`src/rtl/dac_jesd_tx_framer.sv`:
```
// Two-channel DAC transmit framer: 4-deep DMA FIFO, ramp/zero test patterns, 2-lane JESD transport word.
// Optional PN15 generator built only when DAC_TX_PN_GEN_EN is defined; otherwise pattern_sel=3 sends zeros.
module dac_jesd_tx_framer #(
    parameter int DATA_FORMAT_OB = 0
) (
    input  logic        tx_clk,
    input  logic        tx_rstn,
    input  logic        dac_enable_a,
    input  logic        dac_enable_b,
    input  logic        dac_valid,
    input  logic [31:0] dac_data_a,
    input  logic [31:0] dac_data_b,
    output logic        dac_ready,
    input  logic [1:0]  pattern_sel,
    input  logic        cnt_clr,
    input  logic        tx_ready,
    output logic        tx_valid,
    output logic [63:0] tx_data,
    output logic        dac_unf,
    output logic [15:0] unf_count
);

    localparam logic [1:0] ST_IDLE      = 2'd0;
    localparam logic [1:0] ST_PRIME     = 2'd1;
    localparam logic [1:0] ST_RUN       = 2'd2;
    localparam logic [1:0] ST_UNDERFLOW = 2'd3;

    localparam logic OB_INV = (DATA_FORMAT_OB != 0);

    logic [1:0]  state_reg, state_next;
    logic [63:0] fifo_mem [0:3];
    logic [1:0]  wr_ptr_reg, rd_ptr_reg;
    logic [2:0]  count_reg;
    logic [15:0] ramp_reg;
    logic        tx_valid_reg;
    logic [63:0] tx_data_reg, tx_data_next;
    logic        dac_unf_reg;
    logic [15:0] unf_count_reg;

    logic        fifo_wr, fifo_pop;
    logic [63:0] fifo_head;
    logic [63:0] dma_fmt, dma_word;
    logic [15:0] ramp_s1;
    logic [31:0] ramp_lane;
    logic [63:0] pattern_word, beat_word, beat_masked;
    logic        unf_event, ramp_adv, pn_adv, reseed;

    assign dac_ready = (count_reg != 3'd4);
    assign fifo_wr   = dac_valid & dac_ready;
    assign fifo_pop  = (state_reg == ST_RUN) & tx_ready & (pattern_sel == 2'd0) & (count_reg != 3'd0);
    assign fifo_head = fifo_mem[rd_ptr_reg];

    // Each 16-bit sample is sent high octet first, so the transport mapping is a per-sample byte swap.
    for (genvar gi = 0; gi < 4; gi++) begin : g_dma_sample
        assign dma_fmt[16*gi +: 16]  = {fifo_head[16*gi+15] ^ OB_INV, fifo_head[16*gi +: 15]};
        assign dma_word[16*gi +: 16] = {dma_fmt[16*gi +: 8], dma_fmt[16*gi+8 +: 8]};
    end

    assign ramp_s1   = ramp_reg + 16'd1;
    assign ramp_lane = {ramp_s1[7:0], ramp_s1[15:8], ramp_reg[7:0], ramp_reg[15:8]};

`ifdef DAC_TX_PN_GEN_EN
    logic [14:0] pn_reg, pn_next;
    logic [31:0] pn_bits;
    logic [31:0] pn_lane;

    // Step the x^15+x^14+1 LFSR 32 times per beat; first generated bit lands in pn_bits[31].
    always_comb begin
        pn_next = pn_reg;
        pn_bits = '0;
        for (int i = 0; i < 32; i++) begin
            pn_bits[5'(31 - i)] = pn_next[14];
            pn_next = {pn_next[13:0], pn_next[14] ^ pn_next[13]};
        end
    end

    assign pn_lane = {pn_bits[7:0], pn_bits[15:8], pn_bits[23:16], pn_bits[31:24]};

    always_ff @(posedge tx_clk or negedge tx_rstn) begin
        if (!tx_rstn) begin
            pn_reg <= 15'h7FFF;
        end else if (reseed) begin
            pn_reg <= 15'h7FFF;
        end else if (pn_adv) begin
            pn_reg <= pn_next;
        end
    end
`endif

    always_comb begin
        pattern_word = '0;
        case (pattern_sel)
            2'd2:    pattern_word = {ramp_lane, ramp_lane};
`ifdef DAC_TX_PN_GEN_EN
            2'd3:    pattern_word = {pn_lane, pn_lane};
`endif
            default: pattern_word = '0;
        endcase
    end

    assign beat_word   = (pattern_sel == 2'd0) ? dma_word : pattern_word;
    assign beat_masked = {dac_enable_b ? beat_word[63:32] : 32'd0,
                          dac_enable_a ? beat_word[31:0]  : 32'd0};

    always_comb begin
        state_next   = state_reg;
        tx_data_next = '0;
        unf_event    = 1'b0;
        ramp_adv     = 1'b0;
        pn_adv       = 1'b0;
        reseed       = 1'b0;
        if (!tx_ready) begin
            state_next = ST_IDLE;
        end else begin
            case (state_reg)
                ST_IDLE: begin
                    state_next = ST_PRIME;
                    reseed     = 1'b1;
                end
                ST_PRIME: begin
                    if (count_reg >= 3'd2 || pattern_sel != 2'd0) begin
                        state_next = ST_RUN;
                    end
                end
                ST_RUN: begin
                    if (pattern_sel == 2'd0 && count_reg == 3'd0) begin
                        state_next = ST_UNDERFLOW;
                        unf_event  = 1'b1;
                    end else begin
                        tx_data_next = beat_masked;
                        ramp_adv     = (pattern_sel == 2'd2);
                        pn_adv       = (pattern_sel == 2'd3);
                    end
                end
                default: begin
                    unf_event = 1'b1;
                    if (count_reg >= 3'd2) begin
                        state_next = ST_RUN;
                    end
                end
            endcase
        end
    end

    // FIFO storage is not reset; the pointers define what is valid.
    always_ff @(posedge tx_clk) begin
        if (fifo_wr) begin
            fifo_mem[wr_ptr_reg] <= {dac_data_b, dac_data_a};
        end
    end

    always_ff @(posedge tx_clk or negedge tx_rstn) begin
        if (!tx_rstn) begin
            state_reg     <= ST_IDLE;
            wr_ptr_reg    <= '0;
            rd_ptr_reg    <= '0;
            count_reg     <= '0;
            ramp_reg      <= '0;
            tx_valid_reg  <= 1'b0;
            tx_data_reg   <= '0;
            dac_unf_reg   <= 1'b0;
            unf_count_reg <= '0;
        end else begin
            state_reg    <= state_next;
            tx_valid_reg <= 1'b1;
            tx_data_reg  <= tx_data_next;
            dac_unf_reg  <= unf_event;
            if (fifo_wr) begin
                wr_ptr_reg <= wr_ptr_reg + 2'd1;
            end
            if (fifo_pop) begin
                rd_ptr_reg <= rd_ptr_reg + 2'd1;
            end
            case ({fifo_wr, fifo_pop})
                2'b10:   count_reg <= count_reg + 3'd1;
                2'b01:   count_reg <= count_reg - 3'd1;
                default: count_reg <= count_reg;
            endcase
            if (reseed) begin
                ramp_reg <= '0;
            end else if (ramp_adv) begin
                ramp_reg <= ramp_reg + 16'd2;
            end
            if (cnt_clr) begin
                unf_count_reg <= '0;
            end else if (unf_event && unf_count_reg != 16'hFFFF) begin
                unf_count_reg <= unf_count_reg + 16'd1;
            end
        end
    end

    assign tx_valid  = tx_valid_reg;
    assign tx_data   = tx_data_reg;
    assign dac_unf   = dac_unf_reg;
    assign unf_count = unf_count_reg;

endmodule
```
`config.mk`:
```
export PLATFORM = sky130hd
export DESIGN_NAME = dac_jesd_tx_framer
export DESIGN_NICKNAME = d
export VERILOG_FILES = /design/src/rtl/dac_jesd_tx_framer.sv
export SDC_FILE = /design/constraint.sdc
export NUM_CORES = 1
export LEC_CHECK = 0
export BUFFER_PORTS_ARGS = -buffer_cell sky130_fd_sc_hd__buf_4
export CORE_MARGIN = 5
export CORE_UTILIZATION = 60
export CTS_CLUSTER_SIZE = 20
export DETAILED_ROUTE_END_ITERATION = 8
export PLACE_DENSITY = 0.81
export REMOVE_ABC_BUFFERS = 1
export SYNTH_ARGS = -nofsm -noshare
export SYNTH_HDL_FRONTEND = slang
export SYNTH_SLANG_ARGS = --single-unit
```
`constraint.sdc`:
```
create_clock -name tx_clk -period 6 [get_ports tx_clk]
set_input_delay 0.6 -clock tx_clk [delete_from_list [all_inputs] [get_ports tx_clk]]
set_output_delay 0.6 -clock tx_clk [all_outputs]
set_load 0.005 [all_outputs]
```
Word level (Yosys, flattened, before mapping)
Memories as Yosys holds them, arrays and structs flattened.
Index checks and enable logic that the tools add are counted.
- bits in registers: 107
- bits in latches: 0
- RAM bits: 256
- ROM bits: 0
- logic and storage cells: 72
- memories: 1
- add/sub/neg operators: 7
- $mul: 0
- divide/modulo/power cells: 0
- magnitude comparators: 1
- eq/ne operators: 10
- shift-type cells: 0
- mux-type cells: 27
- bitwise logic cells: 4
- reductions and logical operators: 13
- memories (name ; words ; width ; rd ports ; clocked after memory_dff ; write ports ; line ; source):
    fifo_mem ; 4 ; 64 ; 1 ; 0 ; 1 ; 31 ; logic [63:0] fifo_mem [0:3];
- operators with widths (cell ; count):
    $mux W64 ; 5
    $mux W16 ; 4
    $mux W32 ; 2
    $add A16 B1 Y16 const B ; 2
    $add A16 B2 Y16 const B ; 1
    $ne A16 B16 Y1 const B ; 1
    $mux W1 ; 9
    $mux W2 ; 4
    $reduce_bool A2 Y1 ; 4
    $eq A2 B2 Y1 const B ; 3
    $ne A3 B3 Y1 const B ; 2
    $pmux W2 S3 ; 1
    $pmux W3 S2 ; 1
    $ne A5 B1 Y1 const B ; 1
    $add A2 B1 Y2 const B ; 2
    $and A1 B1 Y1 ; 4
    $eq A2 B1 Y1 const B ; 2
    $logic_not A2 Y1 ; 2
    $add A3 B1 Y3 const B ; 1
    $ge A3 B2 Y1 const B ; 1
    $logic_not A3 Y1 ; 1
    $ne A3 B2 Y1 const B ; 1
    $reduce_and A3 Y1 ; 1
    $reduce_bool A3 Y1 ; 1
    5 further kinds ; 6

Depth between registers and ports, before layout
Gate-level depths: netlist of the first run.
- word-level depth: 8
- depth in mapped cells: 10
- depth with buffers taken out: 10

Worst setup path before layout of the first run
Ideal clock, no wire load.
- kind: reg-to-reg
- from: register count_reg[1]
- to: memory fifo_mem[0][0], enable pin
- setup time: 0.429 ns
- arrival time: 2.257 ns
- setup slack: 3.313 ns
- stages on the path, launching flop included: 4
- path buffers: 0
- cells stage by stage: dfrtp_1 inv_1 nand3_1 and3_1
- word-level cells in the longest chain between the ends: 4
- ends and longest elaborated chain (what ; line ; source):
    start, declared ; 33 ; logic [2:0] count_reg;
    start signal, assigned ; 175 ; 2'b10: count_reg <= count_reg + 3'd1;
    start signal, assigned ; 176 ; 2'b01: count_reg <= count_reg - 3'd1;
    start signal, assigned ; 177 ; default: count_reg <= count_reg;
    $ne A3 B3 Y1 ; 48 ; assign dac_ready = (count_reg != 3'd4);
    via dac_ready ; 13 ; output logic dac_ready,
    $and A1 B1 Y1 ; 49 ; assign fifo_wr = dac_valid & dac_ready;
    $mux W1 ; 147 ; if (fifo_wr) begin
    $mux W1 (not written as such) ; 148 ; fifo_mem[wr_ptr_reg] <= {dac_data_b, dac_data_a};
    end, declared ; 31 ;
The timed path passes the listed nets, and every way through them passes these cells.

Final worst setup path of the first run
- from: register rd_ptr_reg[0]
- to: register tx_data_reg[16], in the netlist tx_data[16]
- word-level cells in the longest chain between the ends: 6
- ends and longest elaborated chain (what ; line ; source):
    start, declared ; 32 ; logic [1:0] wr_ptr_reg, rd_ptr_reg;
    start signal, assigned ; 172 ; rd_ptr_reg <= rd_ptr_reg + 2'd1;
    $mem_v2 Z4 W64 ; n/a ;
    $mux W64 ; 101 ; assign beat_word = (pattern_sel == 2'd0) ? dma_word : pattern_word;
    $mux W32 ; 103 ; dac_enable_a ? beat_word[31:0] : 32'd0};
    $mux W64 ; 126 ; if (pattern_sel == 2'd0 && count_reg == 3'd0) begin
    $mux W64 ; 115 ; case (state_reg)
    $mux W64 ; 112 ; if (!tx_ready) begin
    via tx_data_next[16] ; 36 ; logic [63:0] tx_data_reg, tx_data_next;
    end signal, assigned ; 166 ; tx_data_reg <= tx_data_next;
    end, declared ; 36 ;
The timed path passes the listed nets, and every way through them passes these cells.
A chain may end at the register's enable or synchronous reset.

==> flow_metrics.py, run 1 <==
metrics = {
    "outcome": {
        "status": "finished, final reports clean",
    },
    "drt": {
        "vias": 7414,
        "ant_nets": 0,
        "routed-wl-met3_um": 1660,
        "wl_met1_um": 11200,
        "dr.pass1.iters": 4,
        "drt-initial-drc-count": 586,
        "top_layer": "met4",
        "wl_per_cell_um": 22.0,
        "via_per_inst": 5.86,
        "wl_um": 27800,
        "drc": 0,
        "met2_length_um": 14200,
    },
    "yosys": {
        "seq_area_frac_synth": 0.747,
        "synth_top_family_by_area": "multiplexers",
        "synth_area_leaders": "edfxtp_1 56%, dfrtp_1 19%, mux4_2 10%",
        "yosysMostFrequentCell": "edfxtp_1",
        "synthCells": 785,
        "yosys_warnings": 0,
        "synth_xor_xnor_area_share": 0.0183,
        "syn_area_um2": 13800,
        "synthSimpleGateAreaFrac": 0.0724,
        "synth_edf_count": 256,
        "yosysTopAreaCellShare": 0.555,
        "synth.distinct_cells": 53,
        "synth_fa_ha_area_frac": 0.00777,
        "postSynth.asyncResetShare": 0.293,
        "synth_flop_cell": "edfxtp_1",
        "netlist_top_cells_count": "256 x edfxtp_1, 106 x dfrtp_1, 89 x nand2_1",
        "synth-seq-cells": 362,
        "synth_area_leader_cell": "edfxtp_1",
        "synth_mux_area_frac": 0.106,
        "avgSynthCellArea_um2": 17.6,
        "synth_compound_area_frac": 0.0347,
    },
    "pwr": {
        "ir_drop_uv": 272,
        "finalPower_mw": 6.48,
        "p_per_area_nw_per_um2": 395,
        "p_leak_nw": 6.13,
    },
    "cts": {
        "cts_tree": "done",
        "cts_htree_levels": 2,
        "cts_setup_buffers": 0,
        "cts-resized-gates": 0,
        "ctsHoldBuffers": 0,
        "cts_made_buffers": 36,
        "numClockSinks": 362,
        "clock_path_buffers": 3,
        "clock_latency_ns": 0.51,
        "root_buffer": "clkbuf_16",
        "clk_pin_slew_ns": 0.06,
    },
    "min_path": {
        "worstHoldPathType": "input port to asynchronous set/reset pin",
    },
    "worst_setup_path": {
        "path_depth": 4,
        "r2r_slack_ns": 3.41,
        "worst-path-max-fanout": 36,
        "cp.required_ns": 6.36,
        "cp_slowest_cell": "dfrtp_4",
        "end_kind": "flip-flop",
        "crit_family": "flip-flops",
        "r2r_cells": 4,
        "cp.arrival_ns": 2.95,
        "worst_setup_path_start_kind": "flip-flop",
        "cp_slowest_stage_delay_ns": 0.83,
        "timing.critical_path.buf_inv": 1,
        "timing.rr.start": "rd_ptr_reg[0]$_DFFE_PN0P_",
        "path_cells": "buf_4, mux4_2, nand2_1, a21oi_1",
        "critical_path_class": "flip-flop to flip-flop",
        "r2r_end": "tx_data[16]$_DFF_PN0_",
    },
    "sta": {
        "finalHoldViolCount": 0,
        "slew_violations": 0,
        "setup_viol": 0,
        "period_needed_ns": 2.59,
        "max_freq_mhz": 386,
        "setup_tns_ns": 0,
        "rsz0062_at_grt": "false",
        "fin_hold_ws_ns": 0.0948,
        "post-route-period-util": 0.431,
        "worstMarginPinSlew_ns": 1.03,
        "fin_skew_ns": 0.0161,
        "worst_slack_ns": 3.41,
        "maxSlewHeadroom": 0.311,
    },
    "place": {
        "portBuffers": 155,
        "postPlaceCellArea_um2": 15300,
        "pre_cts_slack_ns": 3.09,
        "dp_cells": 1199,
        "dpl.hpwl_um": 15700,
        "place_congestion": 0.836,
    },
    "die": {
        "die-area_um2": 26200,
        "die-height_um": 162,
        "die_w_um": 162,
        "fp.coreArea_um2": 22700,
        "pin_count": 156,
        "rows": 55,
        "start_util": 0.610,
    },
    "finish": {
        "final_area_um2": 16400,
        "fillers": 1442,
        "layout-drive-gt1-share": 0.311,
        "largest_reg_flops": 256,
        "post-route-util": 0.723,
        "diodes": 0,
        "syn_to_final_growth_pct": 18.6,
        "fin_cells": 1265,
        "nNetsFinal": 1033,
    },
    "global_route": {
        "grt_first_pass_wirelength_um": 44500,
        "grt_max_degree": 67,
        "overflow": 0,
        "antenna_found_initial": 0,
        "grtUsageTotal": 0.219,
        "grt_pass1_vias": 7956,
    },
    "run": {
        "max_cap_viol_count": 0,
    },
}
routing by layer:
layer / vias up / GRT usage
met5: - / 0
met4: 0 / 0.0750
met3: 61 / 0.0391
met2: 246 / 0.368
met1: 3789 / 0.297
li1: 3318 / -
cell type report:
| cell class | instances | area (µm²) | share of cell area |
|---|---|---|---|
| clock buffers | 43 | 958 | 0.0584 |
| clock inverters | 23 | 180 | 0.0110 |
| inverters | 10 | 37.5 | 0.00229 |
| multi-input cells | 382 | 3340 | 0.203 |
| flip-flops and latches | 362 | 10300 | 0.630 |
| well taps | 285 | 357 | 0.0217 |
| repair buffers | 160 | 1200 | 0.0731 |
report_power, final:
part	internal [mW]	switching [mW]	leakage (nW)	total [mW]
clock network	1.24	0.892	0.563	2.13
logic	0.512	0.512	1.76	1.02
registers	3.11	0.224	3.81	3.33
total	4.86	1.63	6.13	6.48
worst reg2reg max path: stages (launching register included):
cell	delay (ns)
dfrtp_4	0.83
buf_4	0.75
mux4_2	0.67
nand2_1	0.11
a21oi_1	0.10
cells by family (layout without fill, tap and decap cells):
logic type               after synthesis  count (layout)
AO/OA/AOI/OAI                         78              78
XOR/XNOR                              29              29
adder cells (fa/ha/maj)                8               8
buffers and inverters                 41             236
flip-flops                           362             362
multiplexers                          67              67
other                                  1               1
AND/OR/NAND/NOR                      199             199
layout by cell type (no fill, tap or decap), types with 2 or more instances in the layout:
cell	Yosys	final
and3_4	0	4
nand3b_1	2	2
xnor2_1	15	15
dfrtp_1	106	104
clkinv_2	0	12
nor2_1	38	38
nand4_1	11	11
o21ai_0	4	4
nor3_1	6	6
nor2b_1	3	3
clkbuf_16	0	37
buf_4	3	160
a21oi_1	64	64
clkinv_1	0	3
nand2_1	89	89
inv_6	0	2
bufinv_16	0	2
and3_1	8	4
and2_1	2	2
nand2b_1	14	14
nor4_1	3	3
nor4_2	2	2
nand4_2	2	2
clkbuf_1	6	5
edfxtp_1	256	256
inv_1	10	10
mux4_2	64	64
and3_2	2	2
a2111oi_4	2	2
nand3_1	4	4
nor4b_1	2	2
xor2_1	14	14
dfrtp_4	0	2
ha_1	7	7
clkinvlp_4	0	3
worst max path at each step:
stage	slack, ns	start	endpoint
global placement	3.12	pattern_sel[1]	unf_count[13]$_DFFE_PN0P_
CTS	3.34	rd_ptr_reg[0]$_DFFE_PN0P_	tx_data[16]$_DFF_PN0_
floorplan	2.47	rd_ptr_reg[0]$_DFFE_PN0P_	tx_data[0]$_DFF_PN0_
finish	3.41	rd_ptr_reg[0]$_DFFE_PN0P_	tx_data[16]$_DFF_PN0_
detailed placement	3.09	pattern_sel[1]	unf_count[13]$_DFFE_PN0P_
global route	3.17	rd_ptr_reg[0]$_DFFE_PN0P_	tx_data[16]$_DFF_PN0_
Note: power is estimated with default switching activity, not from simulation.
==> run 2: changes to the inputs <==
--- a/config.mk
+++ b/config.mk
@@ -7,10 +7,10 @@
 export LEC_CHECK = 0
 export BUFFER_PORTS_ARGS = -buffer_cell sky130_fd_sc_hd__buf_4
 export CORE_MARGIN = 5
-export CORE_UTILIZATION = 60
+export CORE_UTILIZATION = 58
 export CTS_CLUSTER_SIZE = 20
 export DETAILED_ROUTE_END_ITERATION = 8
-export PLACE_DENSITY = 0.81
+export PLACE_DENSITY = 0.79
 export REMOVE_ABC_BUFFERS = 1
 export SYNTH_ARGS = -nofsm -noshare
 export SYNTH_HDL_FRONTEND = slang
==> constraint.sdc (replaced) <==
create_clock -name tx_clk -period 2.4 [get_ports tx_clk]
set_input_delay 0.24 -clock tx_clk [delete_from_list [all_inputs] [get_ports tx_clk]]
set_output_delay 0.24 -clock tx_clk [all_outputs]
set_load 0.005 [all_outputs]
==> run 2 against run 1 <==
Effect of this change:
- sequential power increased by 150%
- highest routed layer unchanged
- global-route usage increased by 0.83 points
- utilization increased by 1.9 points
- largest cell class unchanged
- critical path type is now input port to flip-flop
- clock-buffer cell count increased by 7
- critical path depth increased by 7
- worst hold slack got worse by 0.062 ns
==> flow_metrics.py, run 2 (synthesized netlist as in run 1, its figures left out) <==
metrics = {
    "finish": {
        "layout-drive-gt1-share": 0.297,
        "fillers": 1416,
        "regArea_um2": 10300,
        "nNetsFinal": 1123,
        "largest_reg_flops": 256,
        "layout_commonest_cell": "edfxtp_1",
        "syn_to_final_growth_pct": 25.8,
        "multiInputGateArea_um2": 3340,
        "final_cell_mix": "256 x edfxtp_1, 173 x buf_4, 104 x dfrtp_1, 89 x nand2_1, 66 x dlygate4sd3_1",
    },
    "global_route": {
        "overflow": 0,
        "grt_first_pass_wirelength_um": 46500,
        "grtUsageTotal": 0.228,
        "grt_pass1_vias": 8258,
        "antenna_found_initial": 1,
        "grt_max_degree": 53,
    },
    "drt": {
        "via_per_inst": 5.59,
        "drc": 0,
        "drt-initial-drc-count": 652,
        "wl_um": 29500,
        "wl_per_cell_um": 21.3,
        "dr.pass1.iters": 5,
        "vias": 7758,
        "ant_nets": 0,
    },
    "cts": {
        "cts_tree": "done",
        "cts_htree_levels": 2,
        "root_buffer": "clkbuf_16",
        "clk_pin_slew_ns": 0.07,
        "clock_path_buffers": 3,
        "cts_setup_buffers": 0,
        "numClockSinks": 362,
        "clock_latency_ns": 0.50,
        "cts_made_buffers": 37,
    },
    "pwr": {
        "p_leak_nw": 6.54,
        "switchingPower_mw": 4.16,
        "finalPower_mw": 16.7,
        "power_frac_comb": 0.188,
        "ir_drop_uv": 709,
        "p_sw_frac": 0.250,
        "p_int_mw": 12.5,
        "power_frac_seq": 0.489,
        "p_clk_frac": 0.323,
        "p_per_area_nw_per_um2": 958,
    },
    "worst_setup_path": {
        "worst_setup_path_start_kind": "input port",
        "worst-path-max-fanout": 6,
        "r2r_cells": 9,
        "timing.critical_path.buf_inv": 3,
        "crit_family": "simple AND/OR/NAND/NOR gates",
        "path_depth": 11,
        "cp_common_cell": "xor2_1",
        "cp_slowest_cell": "dlygate4sd3_1",
        "cp.required_ns": 2.83,
        "end_kind": "flip-flop",
        "path_cells": "dlygate4sd3_1, buf_4, nor2b_2, nand2_1, nor4_2, ha_1, inv_1, fa_1, xor2_1, nor2_1, xor2_1",
        "critical_path_class": "input port to flip-flop",
        "cp_slowest_stage_delay_ns": 0.56,
        "cp.arrival_ns": 2.71,
    },
    "place": {
        "place_congestion": 0.876,
        "portBuffers": 155,
        "dpl.hpwl_um": 17600,
    },
    "outcome": {
        "status": "finished, final reports clean",
    },
    "min_path": {
        "worstHoldPathType": "input port to flip-flop",
        "min_path_cells": 2,
    },
    "sta": {
        "worstMarginPinSlew_ns": 0.693,
        "setup_viol": 0,
        "fin_skew_ns": 0.0102,
        "finalHoldViolCount": 0,
        "fin_hold_ws_ns": 0.0328,
        "max_freq_mhz": 438,
        "slew_violations": 0,
        "post-route-period-util": 0.950,
        "maxSlewHeadroom": 0.536,
        "period_needed_ns": 2.28,
    },
    "die": {
        "fp.coreArea_um2": 23500,
        "die-height_um": 164,
        "die-area_um2": 27100,
        "pin_count": 156,
        "die_w_um": 164,
        "start_util": 0.590,
        "rows": 56,
    },
    "run": {
        "max_cap_viol_count": 0,
    },
}
[run 2: final timing paths]
check / start / to / slack, ns
setup reg to reg: state_reg[0]$_DFFE_PN0P_ / count_reg[2]$_DFFE_PN0P_ / 0.16
hold / removal: cnt_clr / unf_count[15]$_DFFE_PN0P_ / 0.03
hold reg to reg: ramp_reg[4]$_DFFE_PN0P_ / ramp_reg[4]$_DFFE_PN0P_ / 0.54
max in group asynchronous: tx_rstn / tx_data[0]$_DFF_PN0_ / 1.40
setup / recovery: tx_ready / count_reg[2]$_DFFE_PN0P_ / 0.12
min in group asynchronous: tx_rstn / tx_data[7]$_DFF_PN0_ / 0.27
[run 2: worst reg2reg max path, delay by kind of cell, from the launching register on]
kind / cells / cell delay (ns)
AND/OR/NAND/NOR: 4 / 0.77
buffers and inverters: 1 / 0.06
adder cells (fa/ha/maj): 2 / 0.63
flip-flops: 1 / 0.43
XOR/XNOR: 2 / 0.29
[run 2: layout make-up]
type,instances,share of cell area
antenna,1,0.000144
clock buffer,50,0.0560
clock inverter,15,0.00848
inverter,10,0.00216
multi-input combinational,382,0.192
sequential,362,0.594
tap,319,0.0229
timing repair buffer,249,0.124
[run 2: routing by layer]
layer | wire length, µm | global-route usage
met1 | 11700 | 0.306
met2 | 15500 | 0.395
met3 | 1950 | 0.0429
met4 | 354 | 0.0507
met5 | 0 | 0
[run 2: power groups by stage]
| stage | clock [mW] | sequential, mW | combinational (mW) |
|---|---|---|---|
| 2_1_floorplan | 0 | 8.41 | 1.86 |
| 3_3_place_gp | 0 | 8.22 | 3.01 |
| 3_5_place_dp | 0 | 8.28 | 3.06 |
| 4_1_cts | 5.46 | 8.16 | 3.17 |
| 5_1_grt | 5.77 | 8.24 | 3.39 |
| 6_report | 5.38 | 8.16 | 3.13 |
[run 2: what timing repair did]
action | CTS | global route
gates resized for setup | 0 | 1
endpoints found under the setup margin | 0 | 1
hold buffers | 66 | 0
endpoints found under the hold margin | 294 | 0
[run 2: metrics by stage]
stage | area, µm² | setup slack, ns | TNS [ns] | util | std cells
after floorplan | 13700 | -1.13 | -146.63 | - | 754
after detailed placement | 15600 | 0.132 | 0 | 0.666 | 1256
final | 17400 | 0.119 | 0 | 0.742 | 1388
after global placement | 15600 | 0.263 | 0 | 0.666 | 1256
after CTS | 17400 | 0.0993 | 0 | 0.742 | 1387
after global routing | 17400 | -0.00665 | -0.00665 | 0.742 | 1388
==> run 3: changes to the inputs <==
--- a/config.mk
+++ b/config.mk
@@ -7,10 +7,10 @@
 export LEC_CHECK = 0
 export BUFFER_PORTS_ARGS = -buffer_cell sky130_fd_sc_hd__buf_4
 export CORE_MARGIN = 5
-export CORE_UTILIZATION = 58
+export CORE_UTILIZATION = 60
 export CTS_CLUSTER_SIZE = 20
 export DETAILED_ROUTE_END_ITERATION = 8
-export PLACE_DENSITY = 0.79
+export PLACE_DENSITY = 0.81
 export REMOVE_ABC_BUFFERS = 1
 export SYNTH_ARGS = -nofsm -noshare
 export SYNTH_HDL_FRONTEND = slang
==> constraint.sdc (replaced) <==
create_clock -name tx_clk -period 2.9 [get_ports tx_clk]
set_input_delay 0.29 -clock tx_clk [delete_from_list [all_inputs] [get_ports tx_clk]]
set_output_delay 0.29 -clock tx_clk [all_outputs]
set_load 0.005 [all_outputs]
==> run 3 against run 2 <==
Effect of this change:
- via count up 3.1%
- final cell count down 3.0%
- sequential share of layout area up 0.073 points
- critical path depth down 3
- global-route usage up 0.94 points
- combinational power down 19%
- power down 15%
- critical endpoint unchanged
- cell area down 0.12%
==> flow_metrics.py, run 3 (synthesized netlist as in run 1, its figures left out) <==
metrics = {
    "drt": {
        "drt-initial-drc-count": 682,
        "ant_nets": 0,
        "drc": 0,
        "vias": 7999,
        "wl_per_cell_um": 22.8,
        "via_per_inst": 5.94,
        "dr.pass1.iters": 5,
        "wl_um": 30600,
    },
    "worst_setup_path": {
        "path_cells": "nand2_1, nor4_2, ha_1, inv_1, fa_1, xor2_1, nor2_1, xor2_1",
        "critical_path_class": "flip-flop to flip-flop",
        "worst_setup_path_start_kind": "flip-flop",
        "cp_common_cell": "xor2_1",
        "cp.required_ns": 3.32,
        "worst-path-max-fanout": 11,
        "end_kind": "flip-flop",
        "cp_slowest_stage_delay_ns": 0.67,
        "cp.arrival_ns": 3.17,
        "cp_slowest_cell": "dfrtp_1",
    },
    "cts": {
        "root_buffer": "clkbuf_16",
        "cts_setup_buffers": 0,
        "numClockSinks": 362,
        "clock_path_buffers": 3,
        "cts_tree": "done",
        "cts-resized-gates": 0,
        "ctsHoldBuffers": 65,
        "cts_made_buffers": 37,
        "clk_pin_slew_ns": 0.06,
        "clock_latency_ns": 0.52,
        "cts_htree_levels": 2,
    },
    "sta": {
        "rsz0062_at_grt": "false",
        "worst_slack_ns": 0.151,
        "fin_skew_ns": 0.0243,
        "finalHoldViolCount": 0,
        "max_freq_mhz": 364,
        "setup_tns_ns": 0,
        "worstMarginPinSlew_ns": 0.717,
        "maxSlewHeadroom": 0.520,
        "setup_viol": 0,
        "post-route-period-util": 0.948,
        "period_needed_ns": 2.75,
        "slew_violations": 0,
    },
    "run": {
        "max_cap_viol_count": 0,
    },
    "die": {
        "fp.coreArea_um2": 22700,
        "start_util": 0.610,
        "rows": 55,
        "die-height_um": 162,
        "pin_count": 156,
        "die-area_um2": 26200,
        "die_w_um": 162,
    },
    "place": {
        "pre_cts_slack_ns": 0.328,
        "dp_cells": 1211,
        "postPlaceCellArea_um2": 15500,
        "portBuffers": 155,
        "place_congestion": 0.874,
        "dpl.hpwl_um": 17500,
    },
    "outcome": {
        "status": "finished, final reports clean",
    },
    "finish": {
        "fillers": 1249,
        "multiInputGateArea_um2": 3340,
        "final_area_um2": 17400,
        "layout-drive-gt1-share": 0.297,
        "regArea_um2": 10300,
        "nNetsFinal": 1111,
        "largest_reg_flops": 256,
        "fin_cells": 1346,
        "syn_to_final_growth_pct": 25.6,
        "final_cell_mix": "256 x edfxtp_1, 165 x buf_4, 104 x dfrtp_1, 89 x nand2_1, 65 x dlygate4sd3_1",
        "layout_commonest_cell": "edfxtp_1",
        "post-route-util": 0.766,
    },
    "global_route": {
        "grt_first_pass_wirelength_um": 47800,
        "grtUsageTotal": 0.237,
        "grt_pass1_vias": 8486,
        "grt_max_degree": 55,
        "antenna_found_initial": 2,
        "overflow": 0,
    },
    "pwr": {
        "p_sw_frac": 0.251,
        "p_clk_frac": 0.346,
        "p_int_mw": 10.6,
        "switchingPower_mw": 3.57,
        "p_leak_nw": 6.55,
        "p_per_area_nw_per_um2": 817,
        "power_frac_comb": 0.178,
        "ir_drop_uv": 501,
        "power_frac_seq": 0.476,
    },
    "min_path": {
        "worstHoldPathType": "input port to flip-flop",
    },
}
-- run 3: path summary, 6_finish.rpt --
kind                       slack [ns]                     start                  endpoint  cells after the start
setup / recovery                 0.15  state_reg[1]$_DFFE_PN0P_  count_reg[2]$_DFFE_PN0P_                      8
hold / removal                   0.06                  tx_ready  state_reg[0]$_DFFE_PN0P_                      2
setup reg to reg                 0.15  state_reg[1]$_DFFE_PN0P_  count_reg[2]$_DFFE_PN0P_                      8
hold reg to reg                  0.57   ramp_reg[3]$_DFFE_PN0P_   ramp_reg[3]$_DFFE_PN0P_                      1
max in group asynchronous        1.77                   tx_rstn     tx_data[58]$_DFF_PN0_                      3
min in group asynchronous        0.38                   tx_rstn     tx_data[23]$_DFF_PN0_                      2
-- run 3: critical path: cells and delay by family, from the launching register on --
kind | cells | cell delay, ns
xor+xnor | 2 | 0.36
simple gates | 3 | 0.89
flops | 1 | 0.67
buf+inv | 1 | 0.07
fa+ha+maj | 2 | 0.68
-- run 3: cell type report --
cell class | count | area share
sequential | 362 | 0.595
multi-input combinational | 382 | 0.192
timing repair buffer | 237 | 0.117
clock buffer | 47 | 0.0596
tap | 285 | 0.0205
clock inverter | 21 | 0.0137
inverter | 10 | 0.00216
antenna | 2 | 0.000288
-- run 3: metal layers --
metal	part of all wire	vias to the layer above	GRT usage
li1	-	3486	-
met1	0.39	4089	0.323
met2	0.51	356	0.402
met3	0.071	68	0.0424
met4	0.024	0	0.0684
met5	0	-	0
-- run 3: power by group through the flow --
| stage | registers (mW) | clock network, mW | logic, mW |
|---|---|---|---|
| CTS | 6.76 | 4.94 | 2.56 |
| global route | 6.83 | 5.20 | 2.73 |
| global placement | 6.78 | 0 | 2.41 |
| detailed placement | 6.84 | 0 | 2.45 |
| finish | 6.76 | 4.91 | 2.54 |
| floorplan | 6.96 | 0 | 1.54 |
-- run 3: per-stage QoR --
stage	hold WS, ns	total power [mW]
6_report	0.0601	14.2
4_1_cts	0.0456	14.3
3_3_place_gp	0.384	9.19
5_1_grt	0.0563	14.8
2_1_floorplan	-0.00559	8.50
3_5_place_dp	0.395	9.29
